File: config.mk
export PLATFORM = sky130hd
export DESIGN_NAME = flag_stack_register
export DESIGN_NICKNAME = d
export VERILOG_FILES = /design/src/rtl/flag_stack_register.sv
export SDC_FILE = /design/constraint.sdc
export NUM_CORES = 1
export LEC_CHECK = 0
export CAP_MARGIN = 0
export CORE_MARGIN = 5
export CORE_UTILIZATION = 42
export DETAILED_ROUTE_END_ITERATION = 12
export PLACE_DENSITY = 0.74
export SKIP_CTS_REPAIR_TIMING = 1
export SYNTH_ARGS = -nofsm -noshare
export SYNTH_HDL_FRONTEND = slang
export SYNTH_SLANG_ARGS = --single-unit
File: constraint.sdc
create_clock -name clk -period 1.9 [get_ports clk]
set_input_delay 0.38 -clock clk [delete_from_list [all_inputs] [get_ports clk]]
set_output_delay 0.38 -clock clk [all_outputs]
set_load 0.02 [all_outputs]
File: src/rtl/flag_stack_register.sv
// Processor status register: masked ALU load, explicit set/clear and a
// hardware save/restore stack for CALL/RET and interrupt entry/exit.
module flag_stack_register #(
    parameter int FLAG_W = 4,
    parameter int DEPTH  = 4,
    localparam int LW    = $clog2(DEPTH + 1)
) (
    input  logic              clk,
    input  logic              rst,
    input  logic [FLAG_W-1:0] flags_in,
    input  logic              load,
    input  logic [FLAG_W-1:0] load_mask,
    input  logic [FLAG_W-1:0] set_mask,
    input  logic [FLAG_W-1:0] clr_mask,
    input  logic              push,
    input  logic              pop,
    input  logic              err_clr,
    output logic [FLAG_W-1:0] flags_out,
    output logic [LW-1:0]     level,
    output logic              full,
    output logic              empty,
    output logic              ovf,
    output logic              unf
);

    localparam int IW = (DEPTH > 1) ? $clog2(DEPTH) : 1;

    logic [FLAG_W-1:0] r_flags;
    logic [LW-1:0]     r_level;
    logic              r_ovf;
    logic              r_unf;
    logic [FLAG_W-1:0] r_stack [0:(2**IW)-1];

    logic              w_full;
    logic              w_empty;
    logic              w_pushOk;
    logic              w_popOk;
    logic              w_pushErr;
    logic              w_popErr;
    logic [LW-1:0]     w_levelDec;
    logic [IW-1:0]     w_pushIdx;
    logic [IW-1:0]     w_popIdx;
    logic [FLAG_W-1:0] w_loaded;
    logic [FLAG_W-1:0] w_updated;

    assign w_full     = (r_level == LW'(DEPTH));
    assign w_empty    = (r_level == '0);

    // Simultaneous push and pop is illegal: it leaves the stack alone and
    // raises both sticky errors.
    assign w_pushOk   = push & ~pop & ~w_full;
    assign w_popOk    = pop & ~push & ~w_empty;
    assign w_pushErr  = push & (pop | w_full);
    assign w_popErr   = pop & (push | w_empty);

    assign w_levelDec = r_level - LW'(1);
    assign w_pushIdx  = r_level[IW-1:0];
    assign w_popIdx   = w_levelDec[IW-1:0];

    always_comb begin
        w_loaded  = load ? ((r_flags & ~load_mask) | (flags_in & load_mask)) : r_flags;
        w_updated = (w_loaded & ~clr_mask) | set_mask;
    end

    always_ff @(posedge clk) begin
        if (rst) begin
            r_flags <= '0;
            r_level <= '0;
            r_ovf   <= 1'b0;
            r_unf   <= 1'b0;
        end else begin
            if (w_popOk) begin
                r_flags <= r_stack[w_popIdx];
                r_level <= w_levelDec;
            end else begin
                r_flags <= w_updated;
                if (w_pushOk) begin
                    r_level <= r_level + LW'(1);
                end
            end
            r_ovf <= w_pushErr | (r_ovf & ~err_clr);
            r_unf <= w_popErr | (r_unf & ~err_clr);
        end
    end

    // Stack storage carries no reset; level alone decides which entries are valid.
    always_ff @(posedge clk) begin
        if (!rst && w_pushOk) begin
            r_stack[w_pushIdx] <= r_flags;
        end
    end

    assign flags_out = r_flags;
    assign level     = r_level;
    assign full      = w_full;
    assign empty     = w_empty;
    assign ovf       = r_ovf;
    assign unf       = r_unf;

endmodule

Word level (Yosys, flattened, before mapping)
Memories as Yosys holds them, arrays and structs flattened.
Index checks and enable logic that the tools add are counted.
- bits in registers: 9
- bits in latches: 0
- bits in writable memories: 16
- ROM bits: 0
- input bits: 22
- output and inout port bits: 11
- logic and storage cells: 42
- memories: 1
- add/subtract/negate cells: 2
- $mul: 0
- divide/modulo/power cells: 0
- magnitude comparators: 0
- equality and inequality tests: 1
- shifts and indexed selects: 0
- multiplexer cells: 6
- bitwise operators: 24
- reduce and logical (&&, ||, !) cells: 4
- memories (name ; depth ; width ; read ports ; clocked after Yosys merged registers in ; write ports ; line ; source):
    r_stack ; 4 ; 4 ; 1 ; 0 ; 1 ; 32 ; logic [FLAG_W-1:0] r_stack [0:(2**IW)-1];
- operator list (cell ; count):
    $and A4 B4 Y4 ; 3
    $and A1 B1 Y1 ; 8
    $mux W4 ; 2
    $not A4 Y4 ; 2
    $or A4 B4 Y4 ; 2
    $mux W3 ; 2
    $not A1 Y1 ; 5
    $or A1 B1 Y1 ; 4
    $add A3 B1 Y3 const B ; 1
    $eq A3 B3 Y1 const B ; 1
    $logic_not A3 Y1 ; 1
    $sub A3 B1 Y3 const B ; 1
    $mux W1 ; 2
    $reduce_bool A2 Y1 ; 1
    $logic_and A1 B1 Y1 ; 1
    $logic_not A1 Y1 ; 1

Logic depth before layout (Yosys ltp)
- depth in word-level cells: 7
- mapped depth: 8
- mapped depth without buffers: 6

Least setup slack after synthesis
Ideal clock, no wire load.
- path kind: flip-flop to flip-flop
- start point: register r_level[0], in the netlist level[0]
- end point: memory r_stack[3][0] (enable)
- library setup time: 309 ps
- arrival: 1981 ps
- required time: 1591 ps
- setup slack: -390 ps
- stages on the path, launching flop included: 8
- path buffers: 1
- clock period less this slack: 2290 ps
- cell sequence: dfxtp_1 buf_4 inv_1 ha_1 ha_1 or3b_1 nor2_2 and2_1
- word-level cells in the longest chain between the ends: 6
- RTL lines (what ; line ; source):
    from (decl) ; 29 ; logic [LW-1:0] r_level;
    from (signal assigned) ; 74 ; r_level <= w_levelDec;
    from (signal assigned) ; 78 ; r_level <= r_level + LW'(1);
    $eq A3 B3 Y1 ; 46 ; assign w_full = (r_level == LW'(DEPTH));
    net full ; 20 ; output logic full,
    $not A1 Y1 ; 51 ; assign w_pushOk = push & ~pop & ~w_full;
    $and A1 B1 Y1 ; 51 ;
    $logic_and A1 B1 Y1 ; 88 ; if (!rst && w_pushOk) begin
    $mux W1 ; 88 ;
    $mux W1 (implied by the code) ; 89 ; r_stack[w_pushIdx] <= r_flags;
    to (decl) ; 32 ;
The timed path passes the listed nets, and every way through them passes these cells.

Final worst setup path
- start point: register r_flags[0], in the netlist flags_out[0]
- end point: output port flags_out[0]
- RTL lines (what ; line ; source):
    from (decl) ; 28 ; logic [FLAG_W-1:0] r_flags;
    from (signal assigned) ; 73 ; r_flags <= r_stack[w_popIdx];
    from (signal assigned) ; 76 ; r_flags <= w_updated;
    to (decl) ; 18 ; output logic [FLAG_W-1:0] flags_out,
No word-level cell between the ends.

==> out/qor.csv <==
metric;value;unit
pwr dens;727.9;nW/um^2
DRT Wirelength;2.867;mm
hold path start;unf;
post-synthesis area per instance;12.99;sq um
placed cells;159;
IO buf count;32;
pre-CTS WS;-37.66;ps
initial antenna violation count;0;
#FFs+latches synth;25;
RR Startpoint;level[1];
First DRT Iteration DRCs;36;
met1 usage;17.79;%
delay-heaviest family, CP;buffers and inverters;
Post-Synthesis Cells;91;
clock buffer count from CTS;3;
first-pass GRT wire length;4.733;mm
Tcrit/Tclk final;96.98;%
drt pass-1 iters;5;
Final setup viols;0;
CP endpoint kind;output port;
slowest stage cell, crit path;clkdlybuf4s50_1;
met2 Usage GRT;27.56;%
Hold Fails Final Rpt;0;
busiest layer in global routing;met2;
hold crit path type;reg -> reg;
setup ws final;57.46;ps
FP Rows;19;
maximum clock path buffer count;2;
CTS root buffer;clkbuf_4;
Hold Path End;unf;
CP Max Fanout;6;
GR Overflow Total;0;
WP data required;1520;ps
die span in x;63.06;um
Top Ports;33;
critical path class;reg -> out;
post-route ant nets;0;
maximum vdd drop;544.3;uV
Max-slew headroom;78.04;%
max_cap viols;0;
Total Power;1.219;mW
CP Launch Type;flip-flop;
Fin Hold WS;482.1;ps
register area share after synthesis;55.87;%
worst r2r dst;r_stack[3][2];
Syn Nets;119;
Critical path buffers and inverters;1;
Static Leak;0.6309;nW
Post-Syn Area;1182;sq um
R2R setup slack;120;ps
gr usage total;15.44;%
Arr. time, crit path;1460;ps
placer congestion estimate;0.7927;
Hold Path Stages;2;
Finished Layout Cells;163;
post-DP HPWL;2.290;mm
Final Critical Period;1843;ps
Setup TNS;0;ps
outcome;complete, no violations;
H-tree Lvls;1;
Tightest Pin Transition;328.3;ps
CTS clk-pin slew, worst paths;130;ps
fin nets;161;
Netlist cell types;26;
crit-path cells;clkdlybuf4s50_1;
RSZ-0062 raised after global routing;false;
largest net degree at the start of global routing;14;
wire length per cell;17.59;um
die area;3977;sq um
area of the core;2734;sq um
Ys Warns;0;
DRC;0;
grt met3 use;2.842;%
# clock sinks;25;
clk_lat worst skew;320;ps
Critical Path Max Stage Delay;660;ps
P&R area growth vs syn;41.59;%
share of cells above drive strength 1;23.48;%
Pins Over Slew Limit;0;
Die Y;63.06;um
via count;888;
vias in the first global route;971;
CTS tree;yes;
worst clock skew;6.873;ps
via/cell ratio;5.448;
ANT cells;0;
Initial Util;43.25;%
R2R cell count;6;
Achievable Freq;542.7;MHz
per-layer routing:
layer | share of wire [%] | routed length (um) | vias to the layer above
met5 | 0 | 0 | -
met1 | 39 | 1106 | 427
met2 | 54 | 1554 | 32
met4 | 2.2 | 63 | 0
li1 | - | - | 423
met3 | 4.9 | 141 | 6
worst max path at each step:
stage	slack [ps]	cells after the start	start	to
floorplan	0.4	7	level[0]	r_stack[0][0]
global placement	1	4	pop	r_stack[3][3]
detailed placement	-40	4	pop	r_stack[3][1]
CTS	-200	4	level[1]	empty
global route	10	7	level[0]	level[0]
finish	60	1	flags_out[0]	flags_out[0]
cells in the final DEF, fill, tap and decap left out, drive strengths merged:
cell type,count
nor3,3
mux4,4
dlymetal6s2s,4
clkbuf,4
nor2,10
edfxtp,16
ha,6
nor3b,2
xnor2,1
nand4b,4
or3b,2
clkdlybuf4s50,28
inv,3
nand2b,2
dfxtp,9
o21ai,2
a21o,1
a2111oi,1
a311oi,4
nand3b,4
a21oi,4
and4bb,1
and2,4
buf,9
nand2,4
metrics by stage:
| step | instance area [sq um] | util (%) |
|---|---|---|
| 2_1_floorplan | 1234 | - |
| 3_3_place_gp | 1638 | 59.91 |
| 3_5_place_dp | 1638 | 59.91 |
| 4_1_cts | 1664 | 60.87 |
| 5_1_grt | 1674 | 61.24 |
| 6_report | 1674 | 61.24 |
state kept, by name, summed over array words and instances (netlist names):
register and count:
r_stack 16, flags_out 4, level 3, ovf 1, unf 1
power by group:
part	internal [mW]	switching (mW)
Combinational	0.187	0.157
Sequential	0.610	0.0256
Clock	0.0822	0.157
Total	0.879	0.339
layout make-up:
class	count	area, sq um
fill	215	1060
sequential	25	665.6
multi-input combinational	59	534.3
timing repair buffer	41	397.9
tap	31	38.79
clock buffer	4	26.28
inverter	3	11.26
kinds of logic (layout without fill, tap and decap cells):
| logic type | after synthesis | after routing | synth area share, % |
|---|---|---|---|
| XOR/XNOR | 1 | 1 | 0.7409 |
| AO/OA/AOI/OAI | 12 | 12 | 7.513 |
| adder cells (fa/ha/maj) | 6 | 6 | 6.349 |
| multiplexers | 4 | 4 | 7.619 |
| AND/OR/NAND/NOR | 36 | 36 | 19.36 |
| flip-flops | 25 | 25 | 55.87 |
| buffers and inverters | 7 | 48 | 2.540 |
cells in the mapped netlist, drive strengths merged:
library cell | number | area, sq um
nor3b | 2 | 26.28
nand3b | 4 | 30.03
a311oi | 4 | 35.03
mux4 | 4 | 90.09
nand2 | 4 | 15.01
a2111oi | 1 | 15.01
and4bb | 1 | 12.51
nand4b | 4 | 35.03
inv | 3 | 11.26
dfxtp | 9 | 180.2
a21o | 1 | 8.760
nor3 | 3 | 15.01
edfxtp | 16 | 480.5
and2 | 4 | 25.02
nand2b | 2 | 12.51
nor2 | 10 | 40.04
xnor2 | 1 | 8.760
a21oi | 4 | 20.02
ha | 6 | 75.07
clkbuf | 2 | 7.510
buf | 2 | 11.26
o21ai | 2 | 10.01
or3b | 2 | 17.52
Note: power is estimated with default switching activity, not from simulation.
